## config.mk

```make
export PLATFORM = sky130hd
export DESIGN_NAME = alu_result_stage
export DESIGN_NICKNAME = d
export VERILOG_FILES = /design/src/rtl/alu_result_stage_pkg.sv /design/src/rtl/alu_result_fifo.sv /design/src/rtl/alu_result_stage.sv
export SDC_FILE = /design/constraint.sdc
export NUM_CORES = 1
export LEC_CHECK = 0
export ABC_AREA = 1
export ABC_CLOCK_PERIOD_IN_PS = 1600
export CAP_MARGIN = 0
export CORE_ASPECT_RATIO = 1.2
export CORE_MARGIN = 3
export CORE_UTILIZATION = 35
export CTS_BUF_LIST = sky130_fd_sc_hd__clkbuf_16
export CTS_CLUSTER_DIAMETER = 50
export DETAILED_ROUTE_END_ITERATION = 8
export GPL_TIMING_DRIVEN = 0
export SYNTH_ARGS = -nofsm -noshare
export SYNTH_HDL_FRONTEND = slang
export SYNTH_SLANG_ARGS = --single-unit
```

## constraint.sdc

```tcl
create_clock -name clk -period 1.6 [get_ports clk]
set_input_delay 0.16 -clock clk [delete_from_list [all_inputs] [get_ports clk]]
set_output_delay 0.16 -clock clk [all_outputs]
set_load 0.01 [all_outputs]
```

## src/rtl/alu_result_stage_pkg.sv

```systemverilog
// rtl/alu_result_stage_pkg.sv - select codes, flag indices and result entry type for the ALU result stage
package alu_result_stage_pkg;

   localparam logic [3:0] SEL_AND  = 4'h0;
   localparam logic [3:0] SEL_OR   = 4'h1;
   localparam logic [3:0] SEL_NOT  = 4'h2;
   localparam logic [3:0] SEL_NOR  = 4'h3;
   localparam logic [3:0] SEL_XOR  = 4'h4;
   localparam logic [3:0] SEL_NAND = 4'h5;
   localparam logic [3:0] SEL_MAX  = SEL_NAND;

   localparam int FLAG_COUT = 0;
   localparam int FLAG_ZERO = 1;
   localparam int FLAG_NEG  = 2;
   localparam int FLAG_OVF  = 3;

   typedef struct packed {
      logic [3:0]  sel;
      logic [31:0] y;
      logic [3:0]  flags;
   } result_entry_t;

   function automatic logic sel_is_legal(input logic [3:0] sel);
      return sel <= SEL_MAX;
   endfunction

endpackage

```

## src/rtl/alu_result_fifo.sv

```systemverilog
// rtl/alu_result_fifo.sv - small result buffer holding pointers and occupancy
module alu_result_fifo
   import alu_result_stage_pkg::*;
#(
   parameter int DEPTH = 2
)
(
   input  logic                         clk,
   input  logic                         rst_n,
   input  logic                         i_push,
   input  result_entry_t                i_entry,
   input  logic                         i_pop,
   output result_entry_t                o_head,
   output logic [$clog2(DEPTH+1)-1:0]   o_count
);

   localparam int PW = (DEPTH > 1) ? $clog2(DEPTH) : 1;
   localparam int CW = $clog2(DEPTH + 1);

   result_entry_t r_mem [DEPTH];
   logic [PW-1:0] r_wr_ptr;
   logic [PW-1:0] r_rd_ptr;
   logic [CW-1:0] r_count;

   function automatic logic [PW-1:0] ptr_next(input logic [PW-1:0] ptr);
      return (ptr == PW'(DEPTH - 1)) ? '0 : ptr + 1'b1;
   endfunction

   // Storage is cleared on reset so the head reads zero while rst_n is low.
   always_ff @(posedge clk or negedge rst_n) begin
      if (!rst_n) begin
         for (int i = 0; i < DEPTH; i++) begin
            r_mem[i] <= '0;
         end
         r_wr_ptr <= '0;
         r_rd_ptr <= '0;
         r_count  <= '0;
      end else begin
         if (i_push) begin
            r_mem[r_wr_ptr] <= i_entry;
            r_wr_ptr        <= ptr_next(r_wr_ptr);
         end
         if (i_pop) begin
            r_rd_ptr <= ptr_next(r_rd_ptr);
         end
         case ({i_push, i_pop})
            2'b10:   r_count <= r_count + 1'b1;
            2'b01:   r_count <= r_count - 1'b1;
            default: r_count <= r_count;
         endcase
      end
   end

   assign o_head  = r_mem[r_rd_ptr];
   assign o_count = r_count;

endmodule

```

## src/rtl/alu_result_stage.sv

```systemverilog
// rtl/alu_result_stage.sv - buffers ALU results with flag capture, sticky overflow and delivery count
module alu_result_stage
   import alu_result_stage_pkg::*;
#(
   parameter int CNT_W = 16,
   parameter int DEPTH = 2
)
(
   input  logic              clk,
   input  logic              rst_n,
   input  logic              in_valid,
   output logic              in_ready,
   input  logic [3:0]        in_sel,
   input  logic [31:0]       in_y,
   input  logic              in_cout,
   input  logic              in_neg,
   input  logic              in_ovf,
   output logic              out_valid,
   input  logic              out_ready,
   output logic [31:0]       out_y,
   output logic [3:0]        out_flags,
   output logic [3:0]        out_sel,
   output logic              sticky_ovf,
   input  logic              sticky_clr,
   output logic              illegal,
   output logic [CNT_W-1:0]  done_cnt
);

   localparam int OCC_W = $clog2(DEPTH + 1);

   logic              w_hs;
   logic              w_legal;
   logic              w_push;
   logic              w_pop;
   result_entry_t     w_entry;
   result_entry_t     w_head;
   logic [OCC_W-1:0]  w_count;

   logic              r_run;
   logic              r_sticky;
   logic              r_illegal;
   logic [CNT_W-1:0]  r_done;

   // r_run keeps in_ready low until the first edge after reset release.
   assign in_ready  = r_run && (w_count < OCC_W'(DEPTH));
   assign out_valid = (w_count != '0);
   assign w_hs      = in_valid && in_ready;
   assign w_legal   = sel_is_legal(in_sel);
   assign w_push    = w_hs && w_legal;
   assign w_pop     = out_valid && out_ready;

   always_comb begin
      w_entry                  = '0;
      w_entry.sel              = in_sel;
      w_entry.y                = in_y;
      w_entry.flags[FLAG_COUT] = in_cout;
      w_entry.flags[FLAG_ZERO] = (in_y == 32'h0);
      w_entry.flags[FLAG_NEG]  = in_neg;
      w_entry.flags[FLAG_OVF]  = in_ovf;
   end

   alu_result_fifo #(
      .DEPTH   (DEPTH)
   ) u_fifo (
      .clk     (clk),
      .rst_n   (rst_n),
      .i_push  (w_push),
      .i_entry (w_entry),
      .i_pop   (w_pop),
      .o_head  (w_head),
      .o_count (w_count)
   );

   assign out_y     = w_head.y;
   assign out_flags = w_head.flags;
   assign out_sel   = w_head.sel;

   always_ff @(posedge clk or negedge rst_n) begin
      if (!rst_n) begin
         r_run     <= 1'b0;
         r_sticky  <= 1'b0;
         r_illegal <= 1'b0;
         r_done    <= '0;
      end else begin
         r_run     <= 1'b1;
         r_illegal <= w_hs && !w_legal;
         r_sticky  <= (w_push && in_ovf) || (r_sticky && !sticky_clr);
         if (w_pop && (r_done != '1)) begin
            r_done <= r_done + 1'b1;
         end
      end
   end

   assign sticky_ovf = r_sticky;
   assign illegal    = r_illegal;
   assign done_cnt   = r_done;

endmodule

```

==> out/qor.log, run 1 <==
[die] number of primary I/O pins 104
[routing] routed wire length per instance 14.88 um
[critical_path] worst reg-to-reg setup slack 120 ps
[global_route] wire length of the first global-routing pass 22110 um
[yosys] sequential element share of the synthesized area 0.5184
[die] die span in y 136.6 um
[critical_path] CP Max Fanout 10
[critical_path] capture point of the worst reg-to-reg path done_cnt[0]
[global_route] sum of overflow across all layers after global routing 0
[yosys] number of warnings printed during yosys synthesis 0
[cts] total number of H-tree levels 3
[timing] unrepaired setup endpoints after global routing yes
[critical_path] Crit. Startpoint u_fifo.r_rd_ptr
[timing] Final setup viols 1
[yosys] Synth Net Count 663
[power] worst vdd ir 0.0006328 V
[status] status finished, violations left
[cts] clock tree sinks 103
[cts] clock latency on the worst-skew pair 340 ps
[min_path] class of the most critical hold timing path primary input to async pin
[finish] diodes inserted 0
[yosys] cell area after synthesis 0.004972 mm2
[status] violated checks setup timing
[global_route] initial antenna violation count 0
[flow_run] number of maximum-capacitance violations 0
[finish] net count reported at finish 792
[place] half-perimeter wire length after detailed placement 9428 um
[timing] Hold Violations, Final 0
[yosys] Avg Synthesized Cell Area 8.059 um2
[timing] Pins Over Slew Limit 0
[global_route] number of global-route vias before repair 4320
[timing] setup slack after layout -0.2828 ps
[finish] Final Cell Area 0.006934 mm2
[cts] CTS tree done
[critical_path] sort of element at the end of the critical path primary output
[finish] Layout fillers 1348
[power] pwr dens 1770 mW/mm2
[cts] cell at the root of the clock tree clkbuf_16
[power] leakage power 3.296 nW
[place] dpl cells 892
[critical_path] depth of the worst register-to-register path 9
[cts] total CTS buffers 9
[routing] remaining antenna violation count after routing 0
[timing] Max Freq 624.9 MHz
[critical_path] launch point of the worst reg-to-reg path done_cnt[1]
[timing] worst relative slew slack 0.6037
[routing] final wirelength 13720 um
[critical_path] worst setup path class flip-flop to primary output
[routing] overall via count from detail_route 4347
[die] Core Rows 47
[routing] DRT Pass-1 Iters 5
[finish] Layout Area Growth over Synthesis 39.46%
[finish] fraction of final layout cells with drive strength greater than 1 0.2477
[place] routability cong. 0.8288
[finish] post-layout utilization of the core 0.4996
[cts] clock-pin slew on the worst setup and hold paths 70 ps
[timing] Max Clock Skew 5.735 ps
[die] initial core utilization 0.3583
[yosys] number of synthesized register bits 103
[cts] buffer depth of the longest clock path 2
[timing] worst slack on hold paths 364.3 ps
[place] Placed Instance Area 0.006242 mm2
[yosys] Distinct cells, synth 32
[die] Horiz. Die Dim 114.8 um
[routing] via/cell ratio 4.715
[die] total die area 0.01568 mm2
[routing] DR iter-0 viols 244
[global_route] maximum number of pins on one net before global-route repair 62
[critical_path] CP startpoint kind flip-flop
[die] placeable core region 0.01388 mm2
[timing] slew at the pin closest to its max-slew limit 594.5 ps
[yosys] cell count after synthesis 617
[timing] time the final worst path needs with I/O delays and setup 1600 ps
[critical_path] Arr. time, crit path 1440 ps
[global_route] Overall Global Routing Usage 0.1794
[routing] drt drc 0
[power] Pwr Total 12.28 mW
[finish] number of cells in the finished layout apart from fillers 922
[critical_path] required time reported for the critical path endpoint 1440 ps
[place] PortBufs 103
[timing] Final period util 1.000
cell usage in the layout, fill, tap and decap left out, drive strengths merged, types with 2 or more instances in the layout:
cell	n
nor2	35
clkdlybuf4s15	11
o21ai	109
clkbuf	18
ha	2
nand4	4
dfrtp	103
buf	63
nand3	12
clkinv	3
nand2	233
xnor2	5
inv	76
xor2	4
clkdlybuf4s50	60
a21oi	2
per-stage QoR:
stage               TNS, ps  worst slack [ps]
global route         -921.0            -52.75
detailed placement   -26070            -503.0
finish              -0.2828           -0.2828
CTS                  -46.73            -18.11
global placement    -401140             -3671
floorplan                 0             84.90
cells by family (layout without fill, tap and decap cells):
| family | Yosys count | count (layout) | synth area share |
|---|---|---|---|
| AO/OA/AOI/OAI | 114 | 114 | 0.1296 |
| XOR/XNOR | 9 | 9 | 0.01585 |
| adder cells (fa/ha/maj) | 2 | 2 | 0.005032 |
| buffers and inverters | 101 | 235 | 0.08883 |
| flip-flops | 103 | 103 | 0.5184 |
| multiplexers | 1 | 1 | 0.002265 |
| other | 1 | 1 | 0.0007542 |
| AND/OR/NAND/NOR | 286 | 286 | 0.2393 |
worst max-delay path, stage by stage, from the launching register on:
cell             delay (ps)
dfrtp_2                 490
clkbuf_8                200
o21ai_1                 160
clkdlybuf4s15_2         240
sequential cells by signal, indices dropped and copies added, names as in the netlist:
signal,flops
u_fifo.r_mem,80
done_cnt,16
u_fifo.o_count,2
illegal,1
r_run,1
sticky_ovf,1
u_fifo.r_rd_ptr,1
u_fifo.r_wr_ptr,1
cell usage after synthesis:
master	number	area, um2
inv_1	74	277.8
conb_1	1	3.750
buf_4	1	7.510
nand4_1	3	18.77
nand2_2	13	81.33
or2_2	1	6.260
o21ai_4	1	16.27
xnor2_1	5	43.79
o211ai_1	1	7.510
buf_2	8	40.04
nor2_2	1	6.260
mux2_2	1	11.26
o21ai_2	12	105.1
buf_6	5	56.30
clkbuf_1	12	45.04
nand3_1	11	55.05
nand4_2	1	12.51
nand3_4	1	17.52
dfrtp_1	103	2577
nor2_8	1	20.02
o22ai_1	1	6.260
o21a_1	1	7.510
nor2_4	2	22.52
nand2_1	220	825.8
o21ai_0	96	480.5
buf_8	1	15.01
xor2_1	4	35.03
nand3b_1	1	7.510
a21oi_1	1	5.000
nor2_1	31	116.4
ha_1	2	25.02
a21oi_4	1	16.27
worst max path at each step:
stage,to,cells after the start,slack (ps)
after CTS,out_flags[1],3,-20
after global placement,u_fifo.r_mem[46],1,-3670
after detailed placement,out_flags[1],4,-500
after floorplan,u_fifo.o_count[1],6,80
final,out_y[16],3,-0.3
after global routing,out_sel[2],5,-50
per-layer routing:
metal | wire, um | vias up | track usage
met1 | 5816 | 2049 | 0.2323
met3 | 878 | 14 | 0.04069
met5 | 0 | - | 0
met4 | 206 | 0 | 0.05740
li1 | - | 2171 | -
met2 | 6816 | 113 | 0.2987
cell type report:
| class | instances | area (um2) | area share |
|---|---|---|---|
| inverters | 74 | 277.8 | 0.04006 |
| plain buffers | 26 | 246.5 | 0.03555 |
| multi-input cells | 413 | 2170 | 0.3129 |
| clock inverters | 7 | 63.81 | 0.009202 |
| repair buffers | 119 | 1154 | 0.1664 |
| well taps | 171 | 214.0 | 0.03086 |
| flip-flops and latches | 103 | 2584 | 0.3726 |
| clock buffers | 9 | 225.2 | 0.03248 |
repair_timing:
item | CTS | global route
setup endpoints to repair | 49 | 55
hold buffers | 1 | 0
pin swaps | 2 | 11
cloned | 1 | 4
endpoints found under the hold margin | 42 | 0
resized for setup | 202 | 102
setup buffers | 5 | 4
power by group:
| group | internal (mW) | switching, mW | total, mW |
|---|---|---|---|
| clock | 1.20 | 0.978 | 2.18 |
| sequential | 3.72 | 0.694 | 4.42 |
| combinational | 2.76 | 2.92 | 5.68 |
Note: power is estimated with default switching activity, not from simulation.
==> inputs of run 2 (changes only) <==
--- a/config.mk
+++ b/config.mk
@@ -9,12 +9,12 @@
 export ABC_CLOCK_PERIOD_IN_PS = 1600
 export CAP_MARGIN = 0
 export CORE_ASPECT_RATIO = 1.2
-export CORE_MARGIN = 3
 export CORE_UTILIZATION = 35
 export CTS_BUF_LIST = sky130_fd_sc_hd__clkbuf_16
-export CTS_CLUSTER_DIAMETER = 50
+export CTS_CLUSTER_DIAMETER = 120
 export DETAILED_ROUTE_END_ITERATION = 8
 export GPL_TIMING_DRIVEN = 0
+export PLACE_DENSITY = 0.66
 export SYNTH_ARGS = -nofsm -noshare
 export SYNTH_HDL_FRONTEND = slang
 export SYNTH_SLANG_ARGS = --single-unit
==> run 2 against run 1 <==
Effect of this change:
- the flow still finishes with violations (setup timing)
- clock skew about the same
- sequential share of layout area up 1.1 points
- die area decreased by 6.3%
- sequential power decreased by 2%
- critical endpoint is now out_y[17]
- largest power group unchanged
==> out/qor.log, run 2 (same netlist as run 1, synthesis figures left out) <==
[min_path] worst hold path depth 2
[routing] overall via count from detail_route 4348 [+0.023%]
[timing] time the final worst path needs with I/O delays and setup 1613 ps [+13.06 ps]
[min_path] class of the most critical hold timing path primary input to flip-flop
[timing] aggregate negative setup slack -28.66 ps [-28.38 ps]
[finish] net count reported at finish 789 [-0.38%]
[routing] via/cell ratio 4.731 [+0.35%]
[die] Core Rows 47 [unchanged]
[finish] commonest non-fill, non-tap cells in the layout nand2_1, dfrtp_1, inv_1
[power] pwr dens 1734 mW/mm2 [-2.1%]
[global_route] Overall Global Routing Usage 0.1888 [+0.009380]
[critical_path] required time reported for the critical path endpoint 1440 ps [about the same]
[timing] Pins Over Slew Limit 0 [unchanged]
[finish] Layout Area Growth over Synthesis 35.43%
[timing] slew at the pin closest to its max-slew limit 721.8 ps [+127.4 ps]
[cts] cell at the root of the clock tree clkbuf_16
[status] status finished, violations left
[cts] clock tree sinks 103 [unchanged]
[die] die span in y 132.6 um [-2.9%]
[routing] DRT Pass-1 Iters 5 [unchanged]
[critical_path] Arr. time, crit path 1450 ps [about the same]
[routing] drt drc 0 [unchanged]
[place] Setup WS pre-CTS -516.5 ps [-13.52 ps]
[critical_path] worst setup path class flip-flop to primary output
[timing] Final period util 1.008 [+0.008164]
[place] PortBufs 103 [unchanged]
[cts] clock-pin slew on the worst setup and hold paths 70 ps [about the same]
[finish] number of flip-flops under the largest register name 80 [unchanged]
[critical_path] CP startpoint kind flip-flop
[routing] DR iter-0 viols 230 [-5.7%]
[finish] post-layout utilization of the core 0.4873 [-0.01236]
[global_route] sum of overflow across all layers after global routing 0 [unchanged]
[global_route] wire length of the first global-routing pass 22010 um [-0.43%]
[status] violated checks setup timing
[cts] clock latency on the worst-skew pair 350 ps [about the same]
[place] routability cong. 0.7927 [-4.4%]
[cts] CTS tree done
[timing] Max Clock Skew 6.043 ps [+0.3073 ps]
[flow_run] number of maximum-capacitance violations 0 [unchanged]
[routing] routed wire length per instance 14.40 um [-3.2%]
[die] Horiz. Die Dim 110.8 um [-3.5%]
[timing] unrepaired setup endpoints after global routing yes
[die] total die area 0.01469 mm2 [-6.3%]
[die] number of primary I/O pins 104 [unchanged]
[finish] fraction of final layout cells with drive strength greater than 1 0.2059 [-0.04179]
[die] initial core utilization 0.3598 [+0.001525]
[finish] diodes inserted 0 [unchanged]
[power] worst vdd ir 0.0008039 V [+27%]
[timing] Hold Violations, Final 0 [unchanged]
[finish] most common library cell in the layout ignoring fill and taps nand2_1
[global_route] number of global-route vias before repair 4501 [+4.2%]
[critical_path] depth of the worst register-to-register path 7 [-2]
[timing] Final setup viols 6 [+5]
[timing] Max Freq 619.8 MHz [-0.81%]
[timing] setup slack after layout -13.34 ps [-13.06 ps]
[cts] total CTS buffers 9 [unchanged]
[cts] total number of H-tree levels 3 [unchanged]
[cts] buffer depth of the longest clock path 2 [unchanged]
[routing] final wirelength 13240 um [-3.5%]
[place] half-perimeter wire length after detailed placement 9464 um [+0.38%]
[finish] register containing the most flip-flops in the final layout u_fifo.r_mem
[routing] remaining antenna violation count after routing 0 [unchanged]
[global_route] initial antenna violation count 0 [unchanged]
[global_route] maximum number of pins on one net before global-route repair 54 [-13%]
[timing] worst relative slew slack 0.5188 [-0.08490]
[critical_path] sort of element at the end of the critical path primary output
[die] placeable core region 0.01382 mm2 [-0.42%]
[critical_path] CP Max Fanout 10 [unchanged]
[power] leakage power 3.207 nW [-2.7%]
==> run 2: cell count changes in the layout (fill, tap and decap cells not counted), moves of 3 or more <==
| cell | previous run | this run |
|---|---|---|
| buf_6 | 12 | 7 |
| nand2_4 | 5 | 0 |
| clkbuf_2 | 0 | 8 |
| o21ai_0 | 56 | 62 |
| buf_4 | 9 | 15 |
| clkbuf_1 | 3 | 0 |
| clkbuf_16 | 13 | 9 |
| buf_8 | 6 | 3 |
| nand2_1 | 194 | 217 |
| nand2_2 | 34 | 16 |
| o21ai_1 | 16 | 23 |
| buf_2 | 33 | 28 |
| o21ai_2 | 34 | 22 |
==> run 2: final cells by class <==
class                           instances  area, um2
Multi-Input combinational cell        413       2057
Clock buffer                            9      225.2
Tap cell                              171      214.0
Inverter                               74      277.8
Clock inverter                          7      95.09
Fill cell                            1334       7086
Sequential cell                       103       2584
Timing Repair Buffer                  117       1055
Buffer                                 25      226.5
==> run 2: worst paths after layout <==
check	startpoint	to	slack (ps)
min reg2reg	u_fifo.r_mem[2]	u_fifo.r_mem[2]	480
max in group asynchronous	rst_n	done_cnt[2]	460
min	sticky_clr	sticky_ovf	380
max	u_fifo.r_rd_ptr	out_y[17]	-10
max reg2reg	u_fifo.o_count[1]	u_fifo.r_mem[33]	90
min in group asynchronous	rst_n	u_fifo.r_mem[66]	400
==> run 2: stage by stage <==
stage	instance area [um2]	cells	total power [mW]	hold WS, ps
3_3_place_gp	6217	891	8.997	459.8
6_report	6734	919	11.68	379.3
5_1_grt	6734	919	12.50	389.8
4_1_cts	6678	916	11.63	367.9
3_5_place_dp	6242	892	9.180	263.8
2_1_floorplan	4972	617	6.661	-135.6
==> run 2: worst max-delay path: stages, from the launching register on <==
cell and delay (ps):
dfrtp_2 480, buf_4 170, clkbuf_8 160, nand2_2 90, o21ai_4 70, buf_2 140
==> run 2: report_power, final <==
part | internal (mW) | total (mW) | switching (mW)
registers | 3.72 | 4.33 | 0.617
clock network | 1.37 | 2.37 | 0.995
logic | 2.32 | 4.97 | 2.65
==> run 2: what timing repair did <==
item,4_1_cts,5_1_grt
resized for setup,196,52
buffers inserted,8,4
hold buffers,1,0
endpoints found under the hold margin,52,0
endpoints found under the setup margin,49,90
pin swaps,3,5
==> run 2: metal layers <==
layer	global-route usage	routed length (um)	part of all wire
met1	0.2283	5595	0.42
met3	0.04123	651	0.049
met2	0.3240	6703	0.51
met5	0	0	0
met4	0.08074	285	0.022
==> RTL change: new RTL, settings of run 1 <==
`DEPTH` is set to 2 in 2 places; all go to 4.
--- a/src/rtl/alu_result_fifo.sv
+++ b/src/rtl/alu_result_fifo.sv
@@ -3,5 +3,5 @@
    import alu_result_stage_pkg::*;
 #(
-   parameter int DEPTH = 2
+   parameter int DEPTH = 4
 )
 (
--- a/src/rtl/alu_result_stage.sv
+++ b/src/rtl/alu_result_stage.sv
@@ -4,5 +4,5 @@
 #(
    parameter int CNT_W = 16,
-   parameter int DEPTH = 2
+   parameter int DEPTH = 4
 )
 (
Function: changed (a bounded check fails within 4 cycles, from zero or initial values and one cycle with rst_n low).
==> RTL change against run 1 <==
- the run still ends with negative setup slack left
- routed wire length grew 130%
- sequential cell count increased by 83
- non-clock buffer count up 99
- synthesized area up 71%
- final area grew 99%
- sequential power rose by 92%
- worst setup slack worse by 0.32 ns
- total power is 100% higher
- via count is 89% higher
- highest routed layer unchanged
==> RTL change: results <==
clocking:
  htreeDepth: 4
  path_clk_slew_ns: 0.07
  clk_path_buf_depth: 2
  clockRootBuffer: "clkbuf_16"
  clock_latency_ns: 0.44
  numCtsBuffers: 17
final_layout:
  layout-drive-gt1-share_pct: 45.31
  antenna_cells_inserted: 0
  registers.top_by_ff_count: "u_fifo.r_mem"
  fillerInstances: 1960
  largest_register_ffs: 160
  final_net_count: 1266
global_routing:
  antenna_found_initial: 0
  via_count_of_the_first_global_routing_pass: 8230
  grt_max_degree: 105
  grt_use_total_pct: 22.23
  wire_length_of_the_first_global_routing_pass_um: 45460
synth:
  main_flop_type_after_synthesis: "dfrtp_1"
  synthDistinctLibCells: 27
  async_reset_ff_share_pct: 100.0
  synth_sequential_area_ratio_pct: 54.71
  synth.top_cells.by_count: "nand2_1, dfrtp_1, o21ai_0"
  synth.area.top_cells: "dfrtp_1, nand2_1, o21ai_0"
  mappedNetlistNets: 1058
  synth_warnings: 0
placement:
  number_of_i_o_port_buffers: 103
  post-place-ws_ns: -0.9153
  hpwlAfterDp_um: 16420
  place.gp.congestion: 0.8025
worst_setup_path:
  ff2ff_setup_slack_ns: -0.18
  crit-reg2reg-capture: "u_fifo.o_count[2]"
  critical_path_peak_fanout: 7
  crit_slowest_cell: "dfrtp_2"
  cpPeakStageDelay_ns: 0.40
  crit-reg2reg-launch: "u_fifo.o_count[2]"
  depth_of_the_worst_register_to_register_path: 10
  worstPathArrival_ns: 1.76
sta:
  setup_viol: 194
  finalWorstSetupSlack_ns: -0.3155
  finalClockSkew_ns: 0.009762
  worstMarginPinSlew_ns: 0.8283
  finalSetupTns_ns: -18.44
pwr:
  static-leakage-power_nw: 6.244
  irDropWorstVdd_uv: 1068
hold_path:
  holdPathStages: 3
  timing.hold.worst.class: "in2reg"
  timing.hold.worst_endpoint: "illegal"
  worstHoldStart: "in_valid"
routing:
  vias_per_instance: 5.324
  drt_first_iter_violations: 544
  avgRoutedWirePerCell_um: 20.05
  detail_route.first_pass.iterations: 5
run_status:
  failing_checks: "negative setup slack"
  run_status: "complete, but fails checks"
[RTL change: cells by family after synthesis]
logic type      after synthesis  synth area share (%)
xor+xnor                      8                0.8237
buf+inv                     132                 7.501
simple gates                379                 17.58
fa+ha+maj                     8                 1.265
other cells                   1               0.04408
compound gates              292                 18.08
flops                       186                 54.71
[RTL change: per-stage QoR]
| step | cell area (um^2) | hold WS [ns] | instances | utilization, % |
|---|---|---|---|---|
| CTS | 12330 | 0.2887 | 1528 | 52.45 |
| finish | 13810 | 0.3331 | 1542 | 58.73 |
| floorplan | 8549 | -0.1356 | 1006 | - |
| global route | 13810 | 0.3428 | 1542 | 58.73 |
| global placement | 9975 | 0.4596 | 1424 | 42.43 |
| detailed placement | 10010 | 0.2802 | 1425 | 42.57 |
[RTL change: routing by layer]
layer | GRT usage, % | part of all wire [%] | up-vias
met2 | 38.53 | 53 | 271
li1 | - | - | 3758
met3 | 3.945 | 5.2 | 77
met1 | 27.62 | 38 | 4103
met4 | 8.664 | 3.6 | 0
met5 | 0 | 0 | -
[RTL change: timing repair]
item                                   in CTS  in global routing
setup endpoints to repair                 193                227
hold buffers                                1                  0
pin swaps                                  36                 43
resized for setup                         503                418
buffers inserted                           49                 17
endpoints found under the hold margin     103                  0
cloned                                     23                  6
[RTL change: worst max-delay path, delay by kind of cell, from the launching register on]
kind                   cells  cell delay, ns
DFF                        1            0.40
AOI/OAI and AO/OA          2            0.36
buffers and inverters      4            0.55
[RTL change: final cells by class]
type | instances | area (um^2) | area share, %
inverter | 74 | 324.1 | 2.347
clock inverter | 15 | 166.4 | 1.205
sequential | 186 | 4664 | 33.79
buffer | 55 | 944.7 | 6.843
timing repair inverter | 2 | 36.28 | 0.2628
clock buffer | 17 | 425.4 | 3.081
multi-input combinational | 689 | 4777 | 34.60
tap | 315 | 394.1 | 2.855
timing repair buffer | 189 | 2073 | 15.02
[RTL change: worst max path at each step]
| stage | start | end | slack (ns) |
|---|---|---|---|
| 3_3_place_gp | rst_n | done_cnt[0] | -7.82 |
| 4_1_cts | u_fifo.r_rd_ptr[0] | out_flags[1] | -0.25 |
| 6_report | u_fifo.r_rd_ptr[0] | out_flags[1] | -0.32 |
| 3_5_place_dp | u_fifo.r_rd_ptr[1] | out_y[30] | -0.92 |
| 2_1_floorplan | u_fifo.o_count[2] | u_fifo.o_count[2] | -0.02 |
| 5_1_grt | u_fifo.r_rd_ptr[0] | out_flags[1] | -0.34 |
[RTL change: where the power goes]
group / switching [mW] / internal [mW] / total [mW]
logic: 6.23 / 5.92 / 12.2
clock network: 2.02 / 2.33 / 4.35
registers: 1.89 / 6.59 / 8.49
total: 10.1 / 14.9 / 25.0
